`src/rtl/spi_lcd_link.sv`:
```
// Write-only SPI mode-0 link for an LCD controller: 9-bit {dc,byte} FIFO feeding a
// serialiser that holds off after power commands (SWRESET/SLPIN/SLPOUT).
module spi_lcd_link #(
   parameter int FREQ       = 25_000_000,
   parameter int DELAY      = 120,
   parameter int DEPTH_LOG2 = 4
) (
   input  logic       clock,
   input  logic       reset_n,
   input  logic       dc,
   input  logic [7:0] in,
   input  logic       put,
   output logic       full,
   output logic [7:0] rx_data,
   output logic       rx_valid,
   output logic       LCD_reset_n,
   output logic       LCD_clock,
   output logic       LCD_cs_n,
   output logic       LCD_dc,
   output logic       LCD_mosi,
   input  logic       LCD_miso
);
   localparam int DEPTH   = 1 << DEPTH_LOG2;
   localparam int TIMEOUT = DELAY * (FREQ / 1000);
   localparam int CW      = (TIMEOUT < 1) ? 1 : $clog2(TIMEOUT + 1);

   typedef enum logic [2:0] {IDLE, LOAD, SHIFT_LO, SHIFT_HI, WAIT} state_e;

   logic [8:0]            mem_q [DEPTH];
   logic [DEPTH_LOG2-1:0] wptr_q, rptr_q;
   logic [DEPTH_LOG2:0]   count_q;
   logic                  push, pop, empty;
   logic [8:0]            head;

   assign full        = (count_q == (DEPTH_LOG2 + 1)'(DEPTH));
   assign empty       = (count_q == '0);
   assign push        = put && !full;
   assign head        = mem_q[rptr_q];
   assign LCD_reset_n = reset_n;

   always_ff @(posedge clock) begin
      if (push) mem_q[wptr_q] <= {dc, in};
   end

   always_ff @(posedge clock or negedge reset_n) begin
      if (!reset_n) begin
         wptr_q  <= '0;
         rptr_q  <= '0;
         count_q <= '0;
      end else begin
         if (push) wptr_q <= wptr_q + 1'b1;
         if (pop)  rptr_q <= rptr_q + 1'b1;
         case ({push, pop})
            2'b10:   count_q <= count_q + 1'b1;
            2'b01:   count_q <= count_q - 1'b1;
            default: count_q <= count_q;
         endcase
      end
   end

   state_e         state_q, state_d;
   logic           cs_n_q, cs_n_d, sck_q, sck_d, mosi_q, mosi_d, dc_q, dc_d;
   logic [6:0]     sh_q, sh_d, rx_sh_q, rx_sh_d;
   logic [2:0]     bit_q, bit_d;
   logic           pwr_q, pwr_d, rx_valid_q, rx_valid_d;
   logic [7:0]     rx_data_q, rx_data_d;
   logic [CW-1:0]  cnt_q, cnt_d;
   logic           do_load;

   assign LCD_clock = sck_q;
   assign LCD_cs_n  = cs_n_q;
   assign LCD_dc    = dc_q;
   assign LCD_mosi  = mosi_q;
   assign rx_data   = rx_data_q;
   assign rx_valid  = rx_valid_q;

   // LOAD already drives the MSB with SCK low, so a frame is exactly 16 cycles of CS low.
   always_comb begin
      state_d    = state_q;
      cs_n_d     = cs_n_q;
      sck_d      = sck_q;
      mosi_d     = mosi_q;
      dc_d       = dc_q;
      sh_d       = sh_q;
      bit_d      = bit_q;
      pwr_d      = pwr_q;
      rx_sh_d    = rx_sh_q;
      rx_data_d  = rx_data_q;
      rx_valid_d = 1'b0;
      cnt_d      = cnt_q;
      do_load    = 1'b0;
      pop        = 1'b0;
      case (state_q)
         IDLE: if (!empty) do_load = 1'b1;
         LOAD, SHIFT_LO: begin
            state_d = SHIFT_HI;
            sck_d   = 1'b1;
         end
         SHIFT_HI: begin
            rx_sh_d = {rx_sh_q[5:0], LCD_miso};
            sck_d   = 1'b0;
            if (bit_q == 3'd7) begin
               rx_data_d  = {rx_sh_q, LCD_miso};
               rx_valid_d = 1'b1;
               if (pwr_q) begin
                  state_d = WAIT;
                  cs_n_d  = 1'b1;
                  cnt_d   = CW'(TIMEOUT);
               end else if (!empty) begin
                  do_load = 1'b1;
               end else begin
                  state_d = IDLE;
                  cs_n_d  = 1'b1;
               end
            end else begin
               state_d = SHIFT_LO;
               mosi_d  = sh_q[6];
               sh_d    = {sh_q[5:0], 1'b0};
               bit_d   = bit_q + 3'd1;
            end
         end
         WAIT: begin
            // Leaving on the last count lets a pending entry load right away, so CS stays
            // high for exactly TIMEOUT cycles.
            if (cnt_q <= CW'(1)) begin
               if (!empty) do_load = 1'b1;
               else        state_d = IDLE;
            end else begin
               cnt_d = cnt_q - CW'(1);
            end
         end
         default: state_d = IDLE;
      endcase
      if (do_load) begin
         pop     = 1'b1;
         state_d = LOAD;
         cs_n_d  = 1'b0;
         sck_d   = 1'b0;
         dc_d    = head[8];
         mosi_d  = head[7];
         sh_d    = head[6:0];
         bit_d   = 3'd0;
         pwr_d   = (head == 9'h001) || (head == 9'h010) || (head == 9'h011);
      end
   end

   always_ff @(posedge clock or negedge reset_n) begin
      if (!reset_n) begin
         state_q    <= IDLE;
         cs_n_q     <= 1'b1;
         sck_q      <= 1'b0;
         mosi_q     <= 1'b0;
         dc_q       <= 1'b0;
         sh_q       <= '0;
         bit_q      <= '0;
         pwr_q      <= 1'b0;
         rx_sh_q    <= '0;
         rx_data_q  <= '0;
         rx_valid_q <= 1'b0;
         cnt_q      <= '0;
      end else begin
         state_q    <= state_d;
         cs_n_q     <= cs_n_d;
         sck_q      <= sck_d;
         mosi_q     <= mosi_d;
         dc_q       <= dc_d;
         sh_q       <= sh_d;
         bit_q      <= bit_d;
         pwr_q      <= pwr_d;
         rx_sh_q    <= rx_sh_d;
         rx_data_q  <= rx_data_d;
         rx_valid_q <= rx_valid_d;
         cnt_q      <= cnt_d;
      end
   end
endmodule

```
`config.mk`:
```
export PLATFORM = sky130hd
export DESIGN_NAME = spi_lcd_link
export DESIGN_NICKNAME = d
export VERILOG_FILES = /design/src/rtl/spi_lcd_link.sv
export SDC_FILE = /design/constraint.sdc
export NUM_CORES = 1
export LEC_CHECK = 0
export ABC_AREA = 1
export CELL_PAD_IN_SITES_DETAIL_PLACEMENT = 0
export CELL_PAD_IN_SITES_GLOBAL_PLACEMENT = 2
export CORE_MARGIN = 4
export CORE_UTILIZATION = 44
export DETAILED_ROUTE_END_ITERATION = 10
export PLACE_DENSITY = 0.88
export SLEW_MARGIN = 10
export SYNTH_ARGS = -nofsm -noshare
export SYNTH_HDL_FRONTEND = slang
export SYNTH_SLANG_ARGS = --single-unit
```
`constraint.sdc`:
```
create_clock -name clock -period 5.67 [get_ports clock]
set_clock_uncertainty 0.2 [all_clocks]
set_input_delay 1.134 -clock clock [delete_from_list [all_inputs] [get_ports clock]]
set_output_delay 1.134 -clock clock [all_outputs]
set_load 0.005 [all_outputs]
```
==> run summary <==
Global placer's final weighted congestion -> 0.8678
Net count of the mapped netlist -> 852
Share of synthesized flip-flops with an asynchronous set or reset -> 0.3239
Top_reg_cell synth -> sky130_fd_sc_hd__edfxtp_1
Global-route wire length before repair -> 33.36 mm
Maximum count of clock buffers along a single path -> 3
Cell at the root of the clock tree -> sky130_fd_sc_hd__clkbuf_16
Max Cap Viol -> 0
Fraction of the yosys area taken by sequential cells -> 0.6710
First-pass iteration count of the detailed router -> 5
Flip-flop and latch count after synthesis -> 213
Critical path capture point type -> primary output
H-tree levels -> 1
Initial detailed-routing violation count -> 427
Post-CTS Resized -> 0
Worst R2R Setup Slack -> 2480 ps
Total via count in the routed design -> 6126
Hold buffers post-CTS -> 0
Post-detailed-routing wire length -> 21.30 mm
Fraction of layout instances using a drive strength above 1 -> 0.07382
Post-Route Utilization -> 0.5107
Total congestion overflow after global routing -> 0
Sum of net half-perimeters after detailed placement -> 13.97 mm
Net switching power of the design -> 0.002005 W
Dominant cell by count in the synthesized netlist -> sky130_fd_sc_hd__nand2_1
Cell Pwr Density -> 531.7 nW/um2
Number of buffers created by CTS -> 23
Number of buffer cells added on primary ports -> 27
Fraction of power consumed by combinational cells -> 0.317
Std-Cell Rows -> 52
Total inserted antenna cells -> 0
Area of the core -> 20170 um2
Leading cell types by count after synthesis -> sky130_fd_sc_hd__nand2_1, sky130_fd_sc_hd__edfxtp_1, sky130_fd_sc_hd__nor2_1
Remaining DRCs -> 0
Non-filler cells, final -> 1137
Horiz. Die Dim -> 151.2 um
Area growth from synthesis to layout -> 14.19%
Post-CTS Setup Bufs -> 0
Detailed-route vias per instance -> 5.388
Total of endpoints with negative setup slack in the final report -> 0
Post-Route Setup TNS -> 0 ps
Critical path, cell by cell -> nor4_1 -> nand2_1 -> inv_1 -> clkdlybuf4s50_1
Dominant cells by area after synthesis -> sky130_fd_sc_hd__edfxtp_1, sky130_fd_sc_hd__dfrtp_1, sky130_fd_sc_hd__nand2_1, sky130_fd_sc_hd__o21ai_0, sky130_fd_sc_hd__nor2_1
Average size of a mapped cell -> 10.91 um2
Register clock-pin slew on the reported worst setup and hold paths -> 60 ps
Initial Util -> 0.4472
Yosys top cell by area -> sky130_fd_sc_hd__edfxtp_1
Worst Path Class, Setup -> flip-flop to primary output
Area share of the largest cell type after synthesis -> 0.4794
Proportion of total power due to net switching -> 0.3660
Total power after layout -> 0.005477 W
Internal cell power -> 0.003472 W
Clock tree from TritonCTS -> yes
Crit path max-delay cell type -> sky130_fd_sc_hd__clkdlybuf4s50_1
Startpoint type of the worst setup path -> flip-flop
Worst-Margin Slew -> 1177 ps
Final Critical Period -> 3343 ps
Type of the worst min-delay path -> flip-flop to flip-flop
ANT nets after route -> 0
Maximum resistive drop on vdd -> 0.2577 mV
Clock sink count -> 213
Area occupied by multi-input gates -> 2600 um2
Gr usage total -> 0.1911
Number of max-slew violations in the final report -> 0
Number of global-route vias before repair -> 5970
Part of the total power dissipated in sequential elements -> 0.401
Layout net count -> 876
Largest net degree at the start of global routing -> 75
Part of the total power dissipated in the clock network -> 0.282
Final Hold Viols -> 0
Part of the cycle the worst path needs -> 0.5896
DIE HEIGHT -> 151.2 um
WP data arrival -> 2010 ps
Antenna violations before repair -> 0
Area enclosed by the die boundary -> 22850 um2
Worst path max stage delay -> 490 ps
Relative max-transition margin -> 0.2155
Distinct cell type count after synthesis -> 44
Crit path max fanout -> 4
Fillers -> 1810
Outcome -> complete, no violations
Final routed wire length divided by cell count -> 18.74 um
Setup repair after global routing missed its margin -> no
EDFF count, synth -> 144
Synthesized instance count -> 827
Sequential standard cell area -> 6053 um2
Cell leakage power -> 3.967 nW
Syn. warnings -> 0
CP Data Required Time -> 4340 ps
Highest attainable clock frequency -> 0.2991 GHz
Post-Syn Area -> 9020 um2
Top-Level Pins -> 28
Number of placed cells counting well taps -> 1096
Skew-Pair Late Insertion Delay -> 510 ps
## cell families (layout without fill, tap and decap cells)
family	Yosys count	in the layout	synth area share
xor gates and xnor gates	11	11	0.01068
DFF	213	213	0.6710
buffers and inverters	92	132	0.04078
and+or+nand+nor	335	335	0.1581
adders and majority gates	12	12	0.01665
AOI/OAI and AO/OA	164	164	0.1028
## routing by layer
layer / vias to the layer above / routed length [um] / GRT usage
li1: 2916 / - / -
met1: 2990 / 9218 / 0.2630
met2: 179 / 10440 / 0.3164
met3: 41 / 1116 / 0.03022
met4: 0 / 531 / 0.05485
met5: - / 0 / 0
## flip-flops by register name (all words and copies together), names as in the netlist
| register | flops |
|---|---|
| bit_q | 3 |
| state_q | 3 |
| LCD_clock | 1 |
| cnt_q | 22 |
| wptr_q | 4 |
| count_q | 5 |
| rx_sh_q | 7 |
| LCD_dc | 1 |
| rx_data | 8 |
| pwr_q | 1 |
| sh_q | 7 |
| mem_q | 144 |
| LCD_cs_n | 1 |
| rx_valid | 1 |
| LCD_mosi | 1 |
| rptr_q | 4 |
## through the flow
step / hold slack (ps) / setup WS [ps] / cell area, um2
4_1_cts: 284.0 / 2295 / 10300
6_report: 280.5 / 2327 / 10300
5_1_grt: 307.4 / 2170 / 10300
2_1_floorplan: 242.2 / 2975 / 9020
3_5_place_dp: 270.8 / 2212 / 9510
3_3_place_gp: 262.2 / 2296 / 9510
## cells in the final DEF, fill, tap and decap left out, drive strengths merged, types with 2 or more instances in the layout
cell | synthesis | layout
o31ai | 2 | 2
nor2 | 111 | 111
inv | 61 | 62
nand3 | 30 | 30
clkinv | 1 | 9
o21ai | 86 | 86
nand2 | 168 | 168
xnor2 | 2 | 2
edfxtp | 144 | 144
a21oi | 38 | 38
clkbuf | 16 | 26
clkdlybuf4s50 | 0 | 26
a22o | 2 | 2
o22ai | 11 | 11
bufinv | 0 | 4
o221ai | 10 | 10
o211ai | 3 | 3
clkinvlp | 0 | 2
a211oi | 8 | 8
nand4 | 12 | 12
dfrtp | 68 | 68
buf | 14 | 3
nor4 | 3 | 3
ha | 12 | 12
nor3 | 8 | 8
xor2 | 9 | 9
## power groups by stage
stage          Sequential [W]  Clock, W  Combinational (W)
2_1_floorplan         0.00214         0            0.00122
3_3_place_gp          0.00221         0            0.00170
3_5_place_dp          0.00222         0            0.00173
4_1_cts               0.00219   0.00158            0.00175
5_1_grt               0.00223   0.00165            0.00194
6_report              0.00220   0.00155            0.00173
## final cells by class
cell class | count | area share
Clock inverter | 15 | 0.01871
Inverter | 62 | 0.02296
Sequential cell | 213 | 0.5877
Tap cell | 270 | 0.03280
Timing Repair Buffer | 29 | 0.02745
Clock buffer | 26 | 0.05794
Multi-Input combinational cell | 522 | 0.2524
## worst paths after layout
| kind | startpoint | to | cells past startpoint |
|---|---|---|---|
| setup reg to reg | rptr_q[2]$_DFFE_PN0P_ | pwr_q$_DFFE_PN0P_ | 12 |
| setup / recovery | count_q[1]$_DFFE_PN0P_ | full | 4 |
| hold / removal | rx_sh_q[0]$_DFFE_PN0P_ | rx_sh_q[1]$_DFFE_PN0P_ | 2 |
| max in group asynchronous | reset_n | rptr_q[0]$_DFFE_PN0P_ | 2 |
| hold reg to reg | rx_sh_q[0]$_DFFE_PN0P_ | rx_sh_q[1]$_DFFE_PN0P_ | 2 |
| min in group asynchronous | reset_n | wptr_q[3]$_DFFE_PN0P_ | 2 |
## critical path: cells and delay by family (launching register included)
| family | cells | cell delay [ps] |
|---|---|---|
| simple gates | 2 | 530 |
| buf+inv | 2 | 560 |
| flops | 1 | 420 |
Power figures use the tool's default switching activity.
